==> src/rtl/tour_cmd.sv <==
// Knight's-tour command sequencer: passes UART commands through when idle and splits each move into two legs during a tour.
// Build option TOUR_FANFARE_EN: leg2 uses opcode 0011 so the fanfare plays on each landing; otherwise leg2 uses 0010.
module tour_cmd #(
  parameter int NUM_MOVES = 24,
  parameter int IDX_W     = 5
) (
  input  logic             clk,
  input  logic             rst_n,
  input  logic             start_tour,
  input  logic [7:0]       move,
  output logic [IDX_W-1:0] mv_indx,
  input  logic [15:0]      cmd_UART,
  input  logic             cmd_rdy_UART,
  output logic             clr_cmd_rdy_UART,
  output logic [15:0]      cmd,
  output logic             cmd_rdy,
  input  logic             clr_cmd_rdy,
  input  logic             send_resp,
  output logic [7:0]       resp
);

  typedef enum logic [2:0] {IDLE, LEG1, WAIT1, LEG2, WAIT2} state_t;

  localparam logic [3:0] OP_LEG1 = 4'b0010;
`ifdef TOUR_FANFARE_EN
  localparam logic [3:0] OP_LEG2 = 4'b0011;
`else
  localparam logic [3:0] OP_LEG2 = 4'b0010;
`endif

  localparam logic [7:0] HDG_N = 8'h00;
  localparam logic [7:0] HDG_W = 8'h3F;
  localparam logic [7:0] HDG_S = 8'h7F;
  localparam logic [7:0] HDG_E = 8'hBF;

  localparam logic [7:0] RESP_DONE = 8'hA5;
  localparam logic [7:0] RESP_STEP = 8'h5A;

  localparam logic [IDX_W-1:0] LAST_IDX = IDX_W'(NUM_MOVES - 1);

  state_t           r_state;
  state_t           w_state_nxt;
  logic [IDX_W-1:0] r_mv_indx;
  logic [IDX_W-1:0] w_mv_indx_nxt;
  logic [15:0]      w_leg1_cmd;
  logic [15:0]      w_leg2_cmd;
  logic             w_move_none;

  // Lowest set bit selects the move; leg1 is the two-square run, leg2 the one-square hook.
  function automatic logic [15:0] leg_cmd(input logic [7:0] mv, input logic second);
    logic [7:0] h1;
    logic [7:0] h2;
    h1 = HDG_N;
    h2 = HDG_W;
    casez (mv)
      8'b???????1: begin h1 = HDG_N; h2 = HDG_W; end
      8'b??????10: begin h1 = HDG_N; h2 = HDG_E; end
      8'b?????100: begin h1 = HDG_W; h2 = HDG_N; end
      8'b????1000: begin h1 = HDG_W; h2 = HDG_S; end
      8'b???10000: begin h1 = HDG_S; h2 = HDG_W; end
      8'b??100000: begin h1 = HDG_S; h2 = HDG_E; end
      8'b?1000000: begin h1 = HDG_E; h2 = HDG_S; end
      8'b10000000: begin h1 = HDG_E; h2 = HDG_N; end
      default:     begin h1 = HDG_N; h2 = HDG_W; end
    endcase
    if (second) leg_cmd = {OP_LEG2, h2, 4'd1};
    else        leg_cmd = {OP_LEG1, h1, 4'd2};
  endfunction

  assign w_leg1_cmd  = leg_cmd(move, 1'b0);
  assign w_leg2_cmd  = leg_cmd(move, 1'b1);
  assign w_move_none = (move == 8'h00);
  assign mv_indx     = r_mv_indx;

  always_ff @(posedge clk or negedge rst_n) begin
    if (!rst_n) begin
      r_state   <= IDLE;
      r_mv_indx <= '0;
    end else begin
      r_state   <= w_state_nxt;
      r_mv_indx <= w_mv_indx_nxt;
    end
  end

  always_comb begin
    w_state_nxt      = r_state;
    w_mv_indx_nxt    = r_mv_indx;
    cmd              = w_leg1_cmd;
    cmd_rdy          = 1'b0;
    clr_cmd_rdy_UART = 1'b0;
    resp             = RESP_DONE;
    case (r_state)
      IDLE: begin
        cmd              = cmd_UART;
        cmd_rdy          = cmd_rdy_UART;
        clr_cmd_rdy_UART = clr_cmd_rdy;
        if (start_tour) begin
          w_mv_indx_nxt = '0;
          w_state_nxt   = LEG1;
        end
      end
      LEG1: begin
        // An empty move entry ends the tour early without issuing anything.
        if (w_move_none) begin
          w_state_nxt = IDLE;
        end else begin
          cmd_rdy = 1'b1;
          if (clr_cmd_rdy) w_state_nxt = WAIT1;
        end
      end
      WAIT1: begin
        if (send_resp) begin
          resp        = RESP_STEP;
          w_state_nxt = LEG2;
        end
      end
      LEG2: begin
        cmd = w_leg2_cmd;
        if (w_move_none) begin
          w_state_nxt = IDLE;
        end else begin
          cmd_rdy = 1'b1;
          if (clr_cmd_rdy) w_state_nxt = WAIT2;
        end
      end
      WAIT2: begin
        cmd = w_leg2_cmd;
        if (send_resp) begin
          if (r_mv_indx == LAST_IDX) begin
            resp          = RESP_DONE;
            w_mv_indx_nxt = '0;
            w_state_nxt   = IDLE;
          end else begin
            resp          = RESP_STEP;
            w_mv_indx_nxt = r_mv_indx + IDX_W'(1);
            w_state_nxt   = LEG1;
          end
        end
      end
      default: w_state_nxt = IDLE;
    endcase
  end

endmodule

==> config.mk <==
export PLATFORM = sky130hd
export DESIGN_NAME = tour_cmd
export DESIGN_NICKNAME = d
export VERILOG_FILES = /design/src/rtl/tour_cmd.sv
export SDC_FILE = /design/constraint.sdc
export NUM_CORES = 1
export LEC_CHECK = 0
export BUFFER_PORTS_ARGS = -buffer_cell sky130_fd_sc_hd__clkbuf_2
export CORE_AREA = 5 5 56 53
export CTS_BUF_LIST = sky130_fd_sc_hd__clkbuf_8
export DETAILED_ROUTE_END_ITERATION = 12
export DIE_AREA = 0 0 61 58
export GPL_TIMING_DRIVEN = 0
export PLACE_DENSITY = 0.85
export SLEW_MARGIN = 5
export SYNTH_ARGS = -nofsm -noshare
export SYNTH_HDL_FRONTEND = slang
export SYNTH_SLANG_ARGS = --single-unit
export TNS_END_PERCENT = 20
==> constraint.sdc <==
create_clock -name clk -period 3.6 [get_ports clk]
set_clock_uncertainty 0.2 [all_clocks]
set_input_delay 0.54 -clock clk [delete_from_list [all_inputs] [get_ports clk]]
set_output_delay 0.54 -clock clk [all_outputs]
set_load 0.05 [all_outputs]
Word level (Yosys, flattened, before mapping)
Cells that the tools add are included.
{"block": "word_totals", "output_inout_bits": 31, "elab_cells": 56, "latch_bits": 0, "ff_bits": 8, "romBits": 0, "in_bits": 30, "mem_bits_rw": 0, "mem_count": 0}
{"block": "op_classes", "n_addsub": 1, "n_reduce_logical": 13, "shift": 0, "order_cmp": 0, "multipliers": 0, "eq_ne": 17, "muxes": 23, "div": 0, "bitwise_logic": 0}
{"cell": "8-bit one-hot mux with 3 select lines", "count": 2}
{"cell": "16-bit one-hot mux with 2 select lines", "count": 1}
{"cell": "8-bit 2-to-1 mux", "count": 3}
{"cell": "3-bit 2-to-1 mux", "count": 7}
{"cell": "8-bit one-hot mux with 2 select lines", "count": 1}
{"cell": "2-bit OR reduction", "count": 8}
{"cell": "5-bit 2-to-1 mux", "count": 3}
{"cell": "3-bit one-hot mux with 5 select lines", "count": 1}
{"cell": "5-bit equality test, second input constant", "count": 2}
{"cell": "5-bit one-hot mux with 2 select lines", "count": 1}
{"cell": "8-bit equality test, second input constant", "count": 1}
{"cell": "8-bit logical NOT", "count": 1}
{"cell": "7-bit equality test, second input constant", "count": 1}
{"cell": "3-bit by 2-bit equality test with 1-bit output, second input constant", "count": 2}
{"cell": "3-bit equality test, second input constant", "count": 2}
{"cell": "6-bit equality test, second input constant", "count": 1}
{"cell": "2-bit != test, second input constant", "count": 3}
{"cell": "3-bit != test, second input constant", "count": 2}
{"cell": "5-bit by 1-bit adder with 5-bit output, second input constant", "count": 1}
{"cell": "5-bit AND reduction", "count": 1}
{"cell": "4-bit equality test, second input constant", "count": 1}
{"cell": "3-bit by 1-bit equality test with 1-bit output, second input constant", "count": 1}
{"cell": "3-bit logical NOT", "count": 1}
{"cell": "1-bit 2-to-1 mux", "count": 3}
{"cell": "4 further kinds", "count": 4}

Logic depth before layout (Yosys ltp)
{"block": "depth", "depth_word": 4, "ltp_mapped": 6, "depth_no_buf": 5}

Least setup slack after synthesis
No wires, ideal clock.
{"block": "synth_path", "path_kind": "input -> output", "startpoint": "input move[1]", "endpoint": "output cmd[11]", "required_ps": 2860, "arrival_time_ps": 2223, "cell_stages": 3, "setup_slack_ps": 637, "n_path_buf": 0, "path_cell_list": "nor4_1 > a22oi_1 > nor3_1"}
{"block": "synth_between", "elab_chain_cells": 4, "elab_cells_between_ends": 16, "cone_classes": "eq/ne: 7; mux: 3; reduce/logical: 6"}
{"element": "start: declaration", "line_no": "10", "rtl": "input logic [7:0] move,"}
{"element": "8-bit equality test (tied with other cells)", "line_no": "55", "rtl": "casez (mv)"}
{"element": "2-bit OR reduction (no line)"}
{"element": "8-bit one-hot mux with 3 select lines", "line_no": "55"}
{"element": "16-bit one-hot mux with 2 select lines *", "line_no": "92", "rtl": "case (r_state)"}
{"element": "end: declaration", "line_no": "15", "rtl": "output logic [15:0] cmd,"}
Mark *: on every way between the ends. The rest lies on a longest branch, timed or not.

Worst setup path in the final report
{"block": "layout_path", "startpoint": "input move[5]", "endpoint": "output cmd[7]"}
{"block": "layout_between", "elab_chain_cells": 4, "elab_cells_between_ends": 11, "cone_classes": "eq/ne: 3; mux: 3; reduce/logical: 5"}
{"element": "8-bit equality test (tied with other cells)", "line_no": "55"}
{"element": "2-bit OR reduction (no line)"}
{"element": "8-bit one-hot mux with 3 select lines", "line_no": "55"}
{"element": "16-bit one-hot mux with 2 select lines *", "line_no": "92"}
Marks and branches as above.

==> summary.txt <==
Floorplan
  – Vert. Die Dim: between 50 and 60 um
  – Initial core utilization: 37.4%
  – Die area: 0.00354 mm2
  – IO Count: between 60 and 70
  – Rows: 17
  – Area of the core: around 0.0023 mm2
  – Die Wd: 61 um

Detailed routing
  – M1 WL: 1.08 mm
  – DRC errors left: 0
  – Total number of vias: ~1.1k
  – DR WL/cell: about 13 um
  – Met2 wire len: about 1.5 mm
  – Metal3 WL: 175 um
  – Routed Antenna Nets: 0
  – Pre-antenna DRT Iters: 4
  – Highest Signal Layer: met4
  – Drt first-iter violations: between 70 and 80
  – Vias per cell: 5.21
  – Drt total wl: 2.74 mm

STA
  – Worst Slack Setup Final: 0.765 ns
  – Slew Limit Fails: 0
  – Fin crit period: 2.83 ns
  – Worst-Margin Slew: 0.729 ns
  – Final worst path period share: 78.7%
  – Final hold violations: 0
  – Setup_tns: 0 ns
  – Setup violators final: 0
  – Fmax: between 300 and 400 MHz
  – Slew HR: 50.9%
  – RSZ-0062 raised after global routing: no

Cells and area
  – Fill cells: between 200 and 250
  – Layout cell share with drive strength beyond 1: roughly 42%
  – Fin nets: ~220
  – Layout area overhead: 44.2%
  – Final Non-Filler Cells: 214
  – # diodes: 0
  – Post-route design area: 0.00126 mm2

Setup path
  – Crit path kind: primary input to output port
  – Crit path from: move[5]
  – Slowest CP cell: nor4_1
  – Internal reg-to-reg setup slack: 1.90 ns
  – Crit path capture type: output port
  – WP data required: 2.86 ns
  – Data arrival time of the worst path: 2.09 ns
  – Crit path largest cell delay: 0.66 ns
  – FF-to-FF Start: r_state[1]
  – Worst reg2reg path depth: 5
  – Critical path cell sequence: clkbuf_2, nor4_1, a2111oi_2, a21oi_1, nand2_1, clkbuf_2
  – Crit path depth: 6
  – Max FO, Critical Path: 6
  – Worst setup SP type: primary input
  – Crit-path leading delay family: simple AND/OR/NAND/NOR gates
  – CP dominant cell by count: clkbuf_2
  – Bufs and invs on worst path: 2
  – Critical R2R Capture: mv_indx[3]

Clock network
  – CTS tree: yes
  – Post-cts hold buffer count: 1
  – Clock slew at reported path FFs: 0.04 ns
  – Resize count post-CTS: 0
  – Clock Latency Late Sink: 0.23 ns
  – Clk sinks: 8
  – H-tree depth: 1
  – Clk buf depth: 2
  – CTS Buf Count: 3
  – Post-CTS Setup Inserts: 0
  – Root Buffer: clkbuf_8

Power and ir drop
  – Maximum vdd drop: 0.000640 V
  – P_leak: 0.667 nW
  – Overall power: between 1 and 1.5 mW
  – P per Cell Area: 1050 mW/mm2

Yosys
  – Syn Nets: roughly 150
  – Synth Area per Inst: 7.17 um2
  – Syn. warnings: 0
  – Mapped Cells: approximately 120
  – Synth Flop Type: dfrtp_1
  – Post-Synthesis Cell Area: 875 um2
  – Seq/Total Area, Yosys: 22.9%
  – Ys async rst share: 100%
  – Number of distinct library cells after synthesis: 39
  – Yosys top cell by area: dfrtp_1
  – Main area contributors after synthesis: dfrtp_1 (23%), nand2_1 (8.2%), buf_4 (5.2%), and2_1 (5.0%), o21ai_0 (4.6%)
  – Post-synth EDFFs: 0
  – Yosys reg bits: 8
  – Share of the synthesized area in the top cell type: 22.9%

Global routing
  – Largest net degree at the start of global routing: 11
  – Total grt overflow: 0
  – Vias in the first global route: 995
  – Tot GR Track Use: around 15%
  – First-pass GRT wire length: 4.18 mm
  – Initial antenna violation count: 0

Hold path
  – Hold Path Stages: 1
  – HP Class: register to register
  – Hold EP: mv_indx[3]
  – Hold Startpoint: mv_indx[3]

Placement
  – PortBufs: 60
  – Placed Area: 0.00121 mm2
  – Setup WS pre-CTS: 0.825 ns
  – Gpl congestion: 0.895
  – Cell Count Post-Placement: between 200 and 250
  – Post-DP HPWL: between 2 and 2.5 mm

Flow run
  – Max Cap Viol: 0

Outcome
  – Status: complete, no violations
worst register-to-register path: cells and delay by family, from the launching register on:
family / cells / cell delay, ns
simple gates: 2 / 0.36
flops: 1 / 0.36
buf+inv: 2 / 0.43
compound gates: 1 / 0.26
how the worst max path moves through the flow:
stage / end / slack [ns]
final: cmd[7] / 0.77
after global routing: cmd[5] / 0.65
after CTS: cmd[7] / 0.80
after detailed placement: cmd[7] / 0.83
after global placement: cmd[7] / 0.83
after floorplan: cmd[11] / 0.64
through the flow:
| step | hold WS, ns | utilization, % |
|---|---|---|
| final | 0.340 | 53.9 |
| after global routing | 0.374 | 53.9 |
| after CTS | 0.335 | 53.9 |
| after detailed placement | 0.198 | 51.7 |
| after global placement | 0.199 | 51.7 |
| after floorplan | 0.0444 | - |
cells by family after synthesis:
logic type,Yosys count,share of synthesized area (%)
muxes,1,1.14
AOI/OAI and AO/OA,34,27.9
DFF,8,22.9
and+or+nand+nor,62,36.6
buffers and inverters,16,10.0
adders and majority gates,1,1.43
cell usage after synthesis, types with 2 or more instances:
cell	instances
dfrtp_1	8
clkbuf_1	2
and3b_1	2
buf_2	4
a22oi_1	2
o21ai_0	8
nand4b_1	2
nor3_1	3
nand3_1	6
inv_1	4
nand2_1	19
a211oi_2	2
nor2_1	9
buf_4	6
and2_1	7
nor4_1	2
nand2b_1	4
a22o_1	2
a31oi_1	4
a21oi_1	7
power breakdown:
group          internal [mW]  switching (mW)  total, mW  leakage (nW)
registers              0.110          0.0175      0.128         0.108
clock network         0.0721          0.0321      0.104        0.0216
logic                  0.266           0.831       1.10         0.537
flip-flops by register name, indices dropped and copies added, names as in the netlist:
| name | count |
|---|---|
| mv_indx | 5 |
| r_state | 3 |
placed cells by master, fill, tap and decap left out, types with 2 or more instances in the layout:
master / count
nor3_1: 3
clkbuf_8: 3
nand3_1: 6
a22oi_1: 2
o21ai_0: 8
dfrtp_1: 8
a31oi_1: 4
nor2_1: 9
nand2b_1: 4
clkbuf_2: 60
and3b_1: 2
a22o_1: 2
a211oi_2: 2
nand4b_1: 2
nand2_1: 19
nor4_1: 2
and2_1: 7
buf_2: 4
clkbuf_1: 2
buf_4: 6
inv_1: 4
a21oi_1: 7
area by class of cell:
cell class                      instances  area (um2)  area share, %
Buffer                                 12        72.6           5.75
Inverter                                4        15.0           1.19
Clock buffer                            3        41.3           3.27
Sequential cell                         8         200           15.9
Tap cell                               28        35.0           2.78
Multi-Input combinational cell         98         587           46.5
Timing Repair Buffer                   61         310           24.6
routing by layer:
layer  global-route usage, %  vias to the layer above
met3                    3.12                        2
met5                       0                        -
met4                    3.72                        0
met1                    18.7                      497
met2                    25.5                       48
li1                        -                      569
No activity file was read; power rests on OpenSTA's default activity.
